===== config.mk =====
export PLATFORM = sky130hd
export DESIGN_NAME = trap_unit_flat
export DESIGN_NICKNAME = d
export VERILOG_FILES = /design/src/rtl/trap_pkg.sv /design/src/rtl/trap_unit_if.sv /design/src/rtl/trap_unit_irq_prio_enc.sv /design/src/rtl/trap_unit.sv /design/src/flat_wrapper.sv
export SDC_FILE = /design/constraint.sdc
export NUM_CORES = 1
export LEC_CHECK = 0
export BUFFER_PORTS_ARGS = -buffer_cell sky130_fd_sc_hd__buf_2
export CAP_MARGIN = 10
export CELL_PAD_IN_SITES_DETAIL_PLACEMENT = 0
export CELL_PAD_IN_SITES_GLOBAL_PLACEMENT = 1
export CORE_MARGIN = 2
export CORE_UTILIZATION = 41
export DETAILED_ROUTE_END_ITERATION = 8
export PLACE_DENSITY_LB_ADDON = 0.2
export SKIP_LAST_GASP = 1
export SYNTH_ARGS = -nofsm -noshare
export SYNTH_HDL_FRONTEND = slang
export SYNTH_SLANG_ARGS = --single-unit

===== constraint.sdc =====
create_clock -name clk -period 5.2 [get_ports clk]
set_input_delay 0.26 -clock clk [delete_from_list [all_inputs] [get_ports clk]]
set_output_delay 0.26 -clock clk [all_outputs]
set_load 0.01 [all_outputs]

===== src/rtl/trap_pkg.sv =====
// Shared constants for the E-stage trap controller: trap-CSR addresses,
// cause codes, SYSTEM funct12 encodings and the redirect FSM states.
package trap_pkg;

    localparam logic [11:0] CSR_MSTATUS = 12'h300;
    localparam logic [11:0] CSR_MIE     = 12'h304;
    localparam logic [11:0] CSR_MTVEC   = 12'h305;
    localparam logic [11:0] CSR_MEPC    = 12'h341;
    localparam logic [11:0] CSR_MCAUSE  = 12'h342;

    localparam logic [7:0] CAUSE_ILLEGAL  = 8'd2;
    localparam logic [7:0] CAUSE_EBREAK   = 8'd3;
    localparam logic [7:0] CAUSE_ECALL    = 8'd11;
    localparam logic [7:0] CAUSE_IRQ_BASE = 8'd16;

    localparam logic [11:0] F12_ECALL  = 12'h000;
    localparam logic [11:0] F12_EBREAK = 12'h001;
    localparam logic [11:0] F12_URET   = 12'h002;
    localparam logic [11:0] F12_SRET   = 12'h102;
    localparam logic [11:0] F12_MRET   = 12'h302;

    localparam int MSTATUS_MIE_BIT  = 3;
    localparam int MSTATUS_MPIE_BIT = 7;

    typedef enum logic [0:0] {
        RUN      = 1'b0,
        REDIRECT = 1'b1
    } state_t;

    // Every xRET flavour is executed as mret; there is only machine mode.
    function automatic logic is_xret(input logic [11:0] f12);
        return (f12 == F12_URET) || (f12 == F12_SRET) || (f12 == F12_MRET);
    endfunction

endpackage


===== src/rtl/trap_unit_if.sv =====
// E-stage / fetch / CSR-unit bundle seen by the trap controller.
// master = pipeline side driving the instruction and CSR access, slave = trap_unit.
interface trap_unit_if #(
    parameter int XLEN    = 32,
    parameter int NUM_IRQ = 4
);
    logic               validE;
    logic               privilegedInstrE;
    logic               illegalInstrE;
    logic [XLEN-1:0]    immExtE;
    logic [XLEN-1:0]    pcE;
    logic [NUM_IRQ-1:0] irq;
    logic               csrWe;
    logic [11:0]        csrAddr;
    logic [XLEN-1:0]    csrWdata;
    logic [XLEN-1:0]    csrRdata;
    logic               redirect;
    logic [XLEN-1:0]    redirectPc;
    logic               redirectAck;
    logic               flush;
    logic               iret;
    logic               exception;
    logic [7:0]         exceptionCode;

    modport master (
        output validE, privilegedInstrE, illegalInstrE, immExtE, pcE, irq,
               csrWe, csrAddr, csrWdata, redirectAck,
        input  csrRdata, redirect, redirectPc, flush, iret, exception, exceptionCode
    );

    modport slave (
        input  validE, privilegedInstrE, illegalInstrE, immExtE, pcE, irq,
               csrWe, csrAddr, csrWdata, redirectAck,
        output csrRdata, redirect, redirectPc, flush, iret, exception, exceptionCode
    );
endinterface


===== src/rtl/trap_unit_irq_prio_enc.sv =====
// Fixed-priority encoder over pending interrupt lines: lowest index wins.
module irq_prio_enc #(
    parameter int NUM_IRQ = 4
) (
    input  logic [NUM_IRQ-1:0] i_req,
    output logic               o_any,
    output logic [3:0]         o_idx
);
    always_comb begin
        o_any = |i_req;
        o_idx = '0;
        for (int i = NUM_IRQ - 1; i >= 0; i--) begin
            if (i_req[i]) o_idx = 4'(i);
        end
    end
endmodule


===== src/rtl/trap_unit.sv =====
// Execute-stage trap controller: decides trap/xRET in E, owns the machine
// trap CSRs and holds a redirect/flush request toward fetch until acknowledged.
module trap_unit
    import trap_pkg::*;
#(
    parameter int              XLEN      = 32,
    parameter int              NUM_IRQ   = 4,
    parameter int              VECTORED  = 1,
    parameter logic [XLEN-1:0] RESET_VEC = '0
) (
    input  logic       clk,
    input  logic       reset,
    trap_unit_if.slave bus
);
    localparam logic [0:0] S_RUN      = RUN;
    localparam logic [0:0] S_REDIRECT = REDIRECT;
    localparam logic [XLEN-1:0] MTVEC_RST =
        (VECTORED != 0) ? RESET_VEC : (RESET_VEC & ~XLEN'(1));

    logic [0:0]         r_state;
    logic               r_mstatus_mie;
    logic               r_mstatus_mpie;
    logic [NUM_IRQ-1:0] r_mie;
    logic [XLEN-1:0]    r_mtvec;
    logic [XLEN-1:0]    r_mepc;
    logic [XLEN-1:0]    r_mcause;
    logic [XLEN-1:0]    r_redirect_pc;
    logic               r_iret;
    logic               r_exception;
    logic [7:0]         r_exc_code;

    logic [11:0]     w_funct12;
    logic            w_sample;
    logic            w_irq_any;
    logic [3:0]      w_irq_idx;
    logic            w_take_irq;
    logic            w_ebreak;
    logic            w_ecall;
    logic            w_trap;
    logic            w_xret;
    logic            w_commit;
    logic [XLEN-1:0] w_cause;
    logic [XLEN-1:0] w_base;
    logic [XLEN-1:0] w_target;
    logic [XLEN-1:0] w_mtvec_wr;
    logic            w_unused_ok;

    assign w_unused_ok = &{1'b0, bus.immExtE[19:0], bus.pcE[1:0]};

    irq_prio_enc #(.NUM_IRQ(NUM_IRQ)) u_prio (
        .i_req (bus.irq & r_mie),
        .o_any (w_irq_any),
        .o_idx (w_irq_idx)
    );

    assign w_funct12  = bus.immExtE[31:20];
    assign w_sample   = (r_state == S_RUN) && bus.validE;
    assign w_take_irq = w_sample && r_mstatus_mie && w_irq_any;
    assign w_ebreak   = bus.privilegedInstrE && (w_funct12 == F12_EBREAK);
    assign w_ecall    = bus.privilegedInstrE && (w_funct12 == F12_ECALL);
    assign w_trap     = w_take_irq || (w_sample && (bus.illegalInstrE || w_ebreak || w_ecall));
    assign w_xret     = w_sample && !w_trap && bus.privilegedInstrE && is_xret(w_funct12);
    assign w_commit   = w_trap || w_xret;

    always_comb begin
        w_cause = '0;
        if (w_take_irq) begin
            w_cause[XLEN-1] = 1'b1;
            w_cause[7:0]    = CAUSE_IRQ_BASE + {4'b0, w_irq_idx};
        end else if (bus.illegalInstrE) begin
            w_cause[7:0] = CAUSE_ILLEGAL;
        end else if (w_ebreak) begin
            w_cause[7:0] = CAUSE_EBREAK;
        end else begin
            w_cause[7:0] = CAUSE_ECALL;
        end
    end

    // Vectored mode only offsets interrupts; synchronous exceptions go to base.
    assign w_base     = {r_mtvec[XLEN-1:2], 2'b00};
    assign w_target   = (r_mtvec[0] && w_take_irq) ? w_base + XLEN'({w_cause[7:0], 2'b00}) : w_base;
    assign w_mtvec_wr = (VECTORED != 0) ? bus.csrWdata : {bus.csrWdata[XLEN-1:1], 1'b0};

    always_comb begin
        bus.csrRdata = '0;
        case (bus.csrAddr)
            CSR_MSTATUS: begin
                bus.csrRdata[MSTATUS_MIE_BIT]  = r_mstatus_mie;
                bus.csrRdata[MSTATUS_MPIE_BIT] = r_mstatus_mpie;
            end
            CSR_MIE:    bus.csrRdata = XLEN'(r_mie);
            CSR_MTVEC:  bus.csrRdata = r_mtvec;
            CSR_MEPC:   bus.csrRdata = r_mepc;
            CSR_MCAUSE: bus.csrRdata = r_mcause;
            default:    bus.csrRdata = '0;
        endcase
    end

    always_ff @(posedge clk or posedge reset) begin
        if (reset) begin
            r_state        <= S_RUN;
            r_mstatus_mie  <= 1'b0;
            r_mstatus_mpie <= 1'b0;
            r_mie          <= '0;
            r_mtvec        <= MTVEC_RST;
            r_mepc         <= '0;
            r_mcause       <= '0;
            r_redirect_pc  <= '0;
            r_iret         <= 1'b0;
            r_exception    <= 1'b0;
            r_exc_code     <= '0;
        end else begin
            r_iret      <= w_xret;
            r_exception <= w_trap;

            case (r_state)
                S_RUN:      if (w_commit) r_state <= S_REDIRECT;
                S_REDIRECT: if (bus.redirectAck) r_state <= S_RUN;
                default:    r_state <= S_RUN;
            endcase

            // A commit owns mstatus/mepc/mcause on its edge; a concurrent write there is dropped.
            if (w_trap) begin
                r_mepc         <= {bus.pcE[XLEN-1:2], 2'b00};
                r_mcause       <= w_cause;
                r_mstatus_mpie <= r_mstatus_mie;
                r_mstatus_mie  <= 1'b0;
                r_redirect_pc  <= w_target;
                r_exc_code     <= w_cause[7:0];
            end else if (w_xret) begin
                r_mstatus_mie  <= r_mstatus_mpie;
                r_mstatus_mpie <= 1'b1;
                r_redirect_pc  <= r_mepc;
            end else if (bus.csrWe) begin
                case (bus.csrAddr)
                    CSR_MSTATUS: begin
                        r_mstatus_mie  <= bus.csrWdata[MSTATUS_MIE_BIT];
                        r_mstatus_mpie <= bus.csrWdata[MSTATUS_MPIE_BIT];
                    end
                    CSR_MEPC:   r_mepc   <= {bus.csrWdata[XLEN-1:2], 2'b00};
                    CSR_MCAUSE: r_mcause <= bus.csrWdata;
                    default: ;
                endcase
            end

            if (bus.csrWe && bus.csrAddr == CSR_MIE)   r_mie   <= bus.csrWdata[NUM_IRQ-1:0];
            if (bus.csrWe && bus.csrAddr == CSR_MTVEC) r_mtvec <= w_mtvec_wr;
        end
    end

    assign bus.redirect      = (r_state == S_REDIRECT);
    assign bus.flush         = (r_state == S_REDIRECT);
    assign bus.redirectPc    = r_redirect_pc;
    assign bus.iret          = r_iret;
    assign bus.exception     = r_exception;
    assign bus.exceptionCode = r_exc_code;

endmodule


===== src/flat_wrapper.sv =====
// flat-port wrapper written by rule: the top's interface ports become plain ports
module trap_unit_flat import trap_pkg::*;
#(
    parameter int              XLEN      = 32,
    parameter int              NUM_IRQ   = 4,
    parameter int              VECTORED  = 1,
    parameter logic [XLEN-1:0] RESET_VEC = '0
)
  (clk, reset, bus_validE, bus_privilegedInstrE, bus_illegalInstrE, bus_immExtE, bus_pcE, bus_irq, bus_csrWe, bus_csrAddr, bus_csrWdata, bus_redirectAck, bus_csrRdata, bus_redirect, bus_redirectPc, bus_flush, bus_iret, bus_exception, bus_exceptionCode);
  trap_unit_if #(.XLEN(XLEN), .NUM_IRQ(NUM_IRQ)) bus_i ();
  input  logic clk;
  input  logic reset;
  input wire logic [$bits(bus_i.validE)-1:0] bus_validE;
  input wire logic [$bits(bus_i.privilegedInstrE)-1:0] bus_privilegedInstrE;
  input wire logic [$bits(bus_i.illegalInstrE)-1:0] bus_illegalInstrE;
  input wire logic [$bits(bus_i.immExtE)-1:0] bus_immExtE;
  input wire logic [$bits(bus_i.pcE)-1:0] bus_pcE;
  input wire logic [$bits(bus_i.irq)-1:0] bus_irq;
  input wire logic [$bits(bus_i.csrWe)-1:0] bus_csrWe;
  input wire logic [$bits(bus_i.csrAddr)-1:0] bus_csrAddr;
  input wire logic [$bits(bus_i.csrWdata)-1:0] bus_csrWdata;
  input wire logic [$bits(bus_i.redirectAck)-1:0] bus_redirectAck;
  output wire logic [$bits(bus_i.csrRdata)-1:0] bus_csrRdata;
  output wire logic [$bits(bus_i.redirect)-1:0] bus_redirect;
  output wire logic [$bits(bus_i.redirectPc)-1:0] bus_redirectPc;
  output wire logic [$bits(bus_i.flush)-1:0] bus_flush;
  output wire logic [$bits(bus_i.iret)-1:0] bus_iret;
  output wire logic [$bits(bus_i.exception)-1:0] bus_exception;
  output wire logic [$bits(bus_i.exceptionCode)-1:0] bus_exceptionCode;
  assign bus_i.validE = bus_validE;
  assign bus_i.privilegedInstrE = bus_privilegedInstrE;
  assign bus_i.illegalInstrE = bus_illegalInstrE;
  assign bus_i.immExtE = bus_immExtE;
  assign bus_i.pcE = bus_pcE;
  assign bus_i.irq = bus_irq;
  assign bus_i.csrWe = bus_csrWe;
  assign bus_i.csrAddr = bus_csrAddr;
  assign bus_i.csrWdata = bus_csrWdata;
  assign bus_i.redirectAck = bus_redirectAck;
  assign bus_csrRdata = bus_i.csrRdata;
  assign bus_redirect = bus_i.redirect;
  assign bus_redirectPc = bus_i.redirectPc;
  assign bus_flush = bus_i.flush;
  assign bus_iret = bus_i.iret;
  assign bus_exception = bus_i.exception;
  assign bus_exceptionCode = bus_i.exceptionCode;
  trap_unit #(.XLEN(XLEN), .NUM_IRQ(NUM_IRQ), .VECTORED(VECTORED), .RESET_VEC(RESET_VEC)) u_core (.clk(clk), .reset(reset), .bus(bus_i));
endmodule

==> flow_summary.ini, run 1 <==
[synthesis]
synth_area_mm2 = 0.00739
avgSynthCellArea_um2 = 10.0
synth_area_leaders = dfrtp_1 (46%), nand2_1 (5.9%), mux2_2 (5.6%), mux2i_1 (5.4%), a222oi_1 (4.2%)
yosysSeqAreaShare = 0.464
yosysMostFrequentCell = dfrtp_1
ys_types = 56
syn_inst = 737
ys_ff_latch = 137
synth_top_area_cell = dfrtp_1
yosys_warnings = 0
synth_common_cells = dfrtp_1 (137), nand2_1 (117), a21oi_1 (55)
synth_edf_count = 0
synth_top_area_share = 0.464
synth_ff_type = dfrtp_1
async_flop_share = 1.00

[timing]
holdWs_ps = -21.4
drv_slew = 0
rsz0062_at_grt = false
max_freq_ghz = 0.280
maxSlewHeadroom = 0.309
finClkSkew_ps = 17.0
fin_setup_tns_ps = 0
worst_pin_slew_ps = 1030
hold_viol_final = 6
period_minus_slack_ps = 3570
fin_crit_sh = 0.686
finalSetupViolations = 0
layout_setup_ws_ps = 1630

[floorplan]
initial_utilization = 0.414
die-area_mm2 = 0.0191
io_pins = 195
die_x_um = 138
die_h_um = 138
placementRows = 49
core_mm2 = 0.0178

[clock_tree]
cts_setup_buffers = 0
clkTransAtPathRegs_ps = 60
numCtsBuffers = 17
cts-root-buf = clkbuf_16
cts_tree = built
cts_hold_buffers = 0
insertion_delay_ps = 420
htreeDepth = 4
cts_resized = 0
cts_buffer_depth = 2
clock-sinks = 137

[routing]
vias = 6362
drt-pass1-iter-count = 6
wl_per_cell_um = 19.5
ant_nets = 0
wl_mm = 22.0
via_per_inst = 5.66
drt_iter0_drc = 621
route.detailed.drc = 0

[global_routing]
grt_max_degree = 87
grt_pass1_vias = 6374
antenna_found_initial = 0
overflow = 0
grt_usage = 0.232
grt_pass1_wl_mm = 35.4

[setup_path]
crit_path_start = u_core.r_mie[1]
path_max_fanout = 9
worstSetupEndpointType = flip-flop
arrival_ps = 3850
cp_data_required_time_ps = 5480
path_class = reg -> reg
r2r_start = u_core.r_mie[1]
start_kind = flip-flop

[outcome]
violations = hold timing
status = complete, but fails checks

[finish]
antenna_cells = 0
drive_gt1_frac = 0.291
syn_to_final_growth_pct = 19.4
fin_nets = 1008
fill_cells = 1681

[power]
leakage_uw = 0.00427
peakVddDrop_uv = 227
finalPower_uw = 2670
power_density_mw_per_mm2 = 303

[place]
io_buffers = 166
hpwlAfterDp_mm = 13.9
gp_congestion = 0.837
pre_cts_ws_ps = 1670

[worst_hold_path]
hp-class = in -> async

[run]
max_cap_violations = 0
==> critical path: stages, from the launching register on <==
cell	delay [ps]
dfrtp_1	440
a22oi_4	330
a21oi_4	150
or2_4	280
nand2_1	110
ha_1	190
inv_1	60
fa_1	390
nand4b_1	250
a221oi_4	670
nand2_2	190
nor2_1	160
xnor2_1	130
a21oi_1	90
==> routing by layer <==
metal | routed length (µm) | global-route usage
met5 | 0 | 0
met4 | 323 | 0.0757
met3 | 1540 | 0.0405
met2 | 10300 | 0.369
met1 | 9810 | 0.325
==> cell families (layout without fill, tap and decap cells) <==
| kind of cell | count (synthesis) | after routing | share of synthesized area |
|---|---|---|---|
| and+or+nand+nor | 233 | 233 | 0.159 |
| AOI/OAI and AO/OA | 166 | 166 | 0.159 |
| DFF | 137 | 137 | 0.464 |
| buffers and inverters | 90 | 244 | 0.0647 |
| muxes | 77 | 77 | 0.111 |
| xor gates and xnor gates | 28 | 28 | 0.0332 |
| adders and majority gates | 5 | 5 | 0.00949 |
| other | 1 | 6 | 0.000508 |
==> worst paths after layout <==
kind | endpoint | slack (ps) | cells after the start
min in group clk | u_core.bus.flush | 30 | 2
worst max-delay path | u_core.bus.redirectPc[20] | 1630 | 13
max in group asynchronous | u_core.r_mtvec[21] | 3950 | 3
worst min register to register | u_core.bus.exceptionCode[4] | 490 | 1
worst max register to register | u_core.bus.redirectPc[20] | 1630 | 13
worst min-delay path | u_core.r_mepc[10] | -20 | 2
==> layout make-up <==
type	count	area (µm²)	share of cell area
repair buffers	177	913	0.104
multi-input cells	515	3510	0.398
inverters	36	143	0.0162
clock buffers	22	464	0.0526
well taps	229	287	0.0325
flip-flops and latches	137	3430	0.389
clock inverters	9	75.1	0.00851
==> stage by stage <==
step / instance area (µm²) / hold WS, ps / util / cells
floorplan: 7410 / 356 / - / 742
global placement: 8280 / 448 / 0.464 / 1094
detailed placement: 8280 / 451 / 0.464 / 1094
finish: 8820 / -21.4 / 0.494 / 1125
CTS: 8820 / 5.08 / 0.494 / 1125
global route: 8820 / 13.1 / 0.494 / 1125
==> state kept, by name, summed over array words and instances, names as in the netlist <==
signal,flops
u_core.r_mcause,32
u_core.r_mtvec,32
u_core.bus.redirectPc,30
u_core.r_mepc,30
u_core.bus.exceptionCode,4
u_core.r_mie,4
u_core.bus.exception,1
u_core.bus.flush,1
u_core.bus.iret,1
u_core.r_mstatus_mie,1
u_core.r_mstatus_mpie,1
==> where the power goes <==
part	leakage [µW]	internal, µW	total, µW	switching, µW
clock	0.000265	674	1120	446
combinational	0.00221	137	317	180
sequential	0.00179	1160	1230	71.4
==> layout by cell type, fill, tap and decap left out, types with 3 or more instances in the layout <==
master | netlist | layout
a211oi_1 | 18 | 18
nand3_1 | 23 | 23
nor2_1 | 21 | 21
clkinv_2 | 0 | 6
o21ai_0 | 7 | 7
ha_1 | 4 | 4
nand4_1 | 10 | 10
a21oi_1 | 55 | 55
clkbuf_1 | 11 | 3
a222oi_1 | 31 | 31
buf_2 | 17 | 166
dfrtp_1 | 137 | 137
clkbuf_16 | 0 | 17
and3_1 | 11 | 11
and4_1 | 6 | 5
inv_1 | 35 | 34
a31oi_1 | 3 | 3
a22oi_1 | 5 | 5
and4b_1 | 3 | 3
nor4_2 | 3 | 3
mux2i_1 | 40 | 40
o21ai_1 | 30 | 30
conb_1 | 1 | 6
xnor2_1 | 11 | 11
nor2b_1 | 21 | 21
nand2_1 | 117 | 117
mux2_2 | 37 | 37
xor2_1 | 17 | 17
buf_4 | 17 | 11
Power figures use the tool's default switching activity.
==> run 2, diff against run 1 <==
--- a/config.mk
+++ b/config.mk
@@ -10,7 +10,7 @@
 export CELL_PAD_IN_SITES_DETAIL_PLACEMENT = 0
 export CELL_PAD_IN_SITES_GLOBAL_PLACEMENT = 1
 export CORE_MARGIN = 2
-export CORE_UTILIZATION = 41
+export CORE_UTILIZATION = 37
 export DETAILED_ROUTE_END_ITERATION = 8
 export PLACE_DENSITY_LB_ADDON = 0.2
 export SKIP_LAST_GASP = 1
==> constraint.sdc (replaced) <==
create_clock -name clk -period 3 [get_ports clk]
set_input_delay 0.15 -clock clk [delete_from_list [all_inputs] [get_ports clk]]
set_output_delay 0.15 -clock clk [all_outputs]
set_load 0.01 [all_outputs]
==> run 2 against run 1 <==
  * The run now ends clean
  * Die area is 10% higher
  * Combinational power is 100% higher
  * Via count is 3.6% higher
  * Power is 76% higher
  * Critical path type unchanged
  * Critical path depth is 1 higher
==> flow_summary.ini, run 2 (synthesized netlist as in run 1, its figures left out) <==
[outcome]
status = finished, final reports clean

[finish]
final_common_cell = buf_2
post-route-util = 0.498
final_cell_mix = buf_2 (166), dfrtp_1 (137), nand2_1 (116)
antenna_cells = 0
fill_cells = 1879
fin_nets = 1085
syn_to_final_growth_pct = 31.5
finalInstanceArea_mm2 = 0.00972
drive_gt1_frac = 0.296
largestRegisters = u_core.r_mcause: 32 flops, u_core.r_mtvec: 32 flops

[setup_path]
path_class = reg -> reg
crit_end = u_core.bus.redirectPc[10]
cp_data_required_time_ps = 3340
reg2reg_setup_slack_ps = 120
start_kind = flip-flop
reg2reg_depth = 14
reg2reg_to = u_core.bus.redirectPc[10]
worstSetupEndpointType = flip-flop
path_max_fanout = 5
r2r_start = u_core.r_mie[0]
crit_path_start = u_core.r_mie[0]
arrival_ps = 3220

[power]
switching_share = 0.261
clockPowerShare = 0.412
power_density_mw_per_mm2 = 484
switching_power_uw = 1230
combPwrFrac = 0.135
leakage_uw = 0.00464
p_int_uw = 3480
peakVddDrop_uv = 393
p_seq_frac = 0.453

[clock_tree]
numCtsBuffers = 17
htreeDepth = 4
cts-root-buf = clkbuf_16
clock-sinks = 137
clkTransAtPathRegs_ps = 60
cts_buffer_depth = 2
cts_tree = built
insertion_delay_ps = 420

[worst_hold_path]
hp-class = in -> reg

[global_routing]
antenna_found_initial = 0
grt_max_degree = 55
grt_pass1_vias = 6678
grt_pass1_wl_mm = 36.6
overflow = 0
grt_usage = 0.218

[routing]
ant_nets = 0
via_per_inst = 5.33
route.detailed.drc = 0
wl_per_cell_um = 18.7
wl_mm = 23.1
vias = 6588
drt-pass1-iter-count = 6
drt_iter0_drc = 547

[timing]
finalSetupViolations = 0
fin_crit_sh = 0.959
finClkSkew_ps = 6.82
period_minus_slack_ps = 2880
worst_pin_slew_ps = 1260
holdWs_ps = 15.6
fin_setup_tns_ps = 0
rsz0062_at_grt = true
drv_slew = 0
max_freq_ghz = 0.348
maxSlewHeadroom = 0.157
hold_viol_final = 0

[floorplan]
placementRows = 51
die_x_um = 145
core_mm2 = 0.0195
initial_utilization = 0.378
io_pins = 195
die-area_mm2 = 0.0211
die_h_um = 145

[place]
gp_congestion = 0.826
placed_cell_area_mm2 = 0.00854
hpwlAfterDp_mm = 14.9
io_buffers = 166

[run]
max_cap_violations = 0
## run 2: cell types whose count changed in the layout (fill, tap and decap cells not counted), sizes merged
cell,delta
clkinv,+1
clkbuf,-1
buf,+20
inv,-1
dlygate4sd3,+57
## run 2: worst min-delay path by stage
stage,from,end,slack [ps],cells after the start
2_1_floorplan,bus_redirectAck,u_core.bus.flush,250,1
5_1_grt,bus_csrWdata[0],u_core.r_mtvec[0],7,2
6_report,bus_csrWdata[22],u_core.r_mcause[22],20,3
4_1_cts,bus_csrWdata[0],u_core.r_mie[0],3,2
3_3_place_gp,reset,u_core.r_mepc[10],360,2
3_5_place_dp,bus_pcE[15],u_core.r_mepc[15],360,3
## run 2: routing by layer
metal / up-vias / part of all wire / global-route usage
li1: 3083 / - / -
met1: 3248 / 0.45 / 0.301
met2: 231 / 0.48 / 0.347
met3: 26 / 0.055 / 0.0355
met4: 0 / 0.015 / 0.0740
met5: - / 0 / 0
## run 2: area by class of cell
type,instances,area (µm²),share of cell area
well taps,265,332,0.0341
inverters,36,141,0.0146
clock inverters,9,76.3,0.00786
repair buffers,254,1730,0.178
clock buffers,21,460,0.0474
flip-flops and latches,137,3430,0.353
multi-input cells,515,3550,0.365
## run 2: power by group through the flow
stage               sequential [µW]  clock (µW)  combinational (µW)
CTS                            2130        1980                 639
global route                   2150        2060                 706
finish                         2130        1940                 634
detailed placement             2160           0                 579
global placement               2160           0                 564
floorplan                      2160           0                 303
## run 2: critical path, stage by stage, from the launching register on
cell and delay, ps:
dfrtp_1 430, a22oi_4 210, a21oi_4 100, or2_4 250, nand2_4 70, ha_4 130, inv_1 50, fa_2 330
nand4b_1 230, a221oi_4 350, buf_6 170, nand4_1 110, xnor2_1 180, nor2_1 60, a21oi_1 130
## run 2: stage by stage
stage               power (µW)  std cells  setup WS [ps]
floorplan                 2470        742           98.0
finish                    4710       1237            123
detailed placement        2740       1148          -5.51
CTS                       4750       1235           4.00
global route              4920       1237          -86.6
global placement          2720       1148           54.1
## run 2: repair_timing
action / CTS / global route
setup buffers: 0 / 2
setup endpoints to repair: 3 / 12
hold buffers: 57 / 0
endpoints found under the hold margin: 109 / 0
resized for setup: 1 / 11
pin swaps: 1 / 6
cloned: 0 / 0
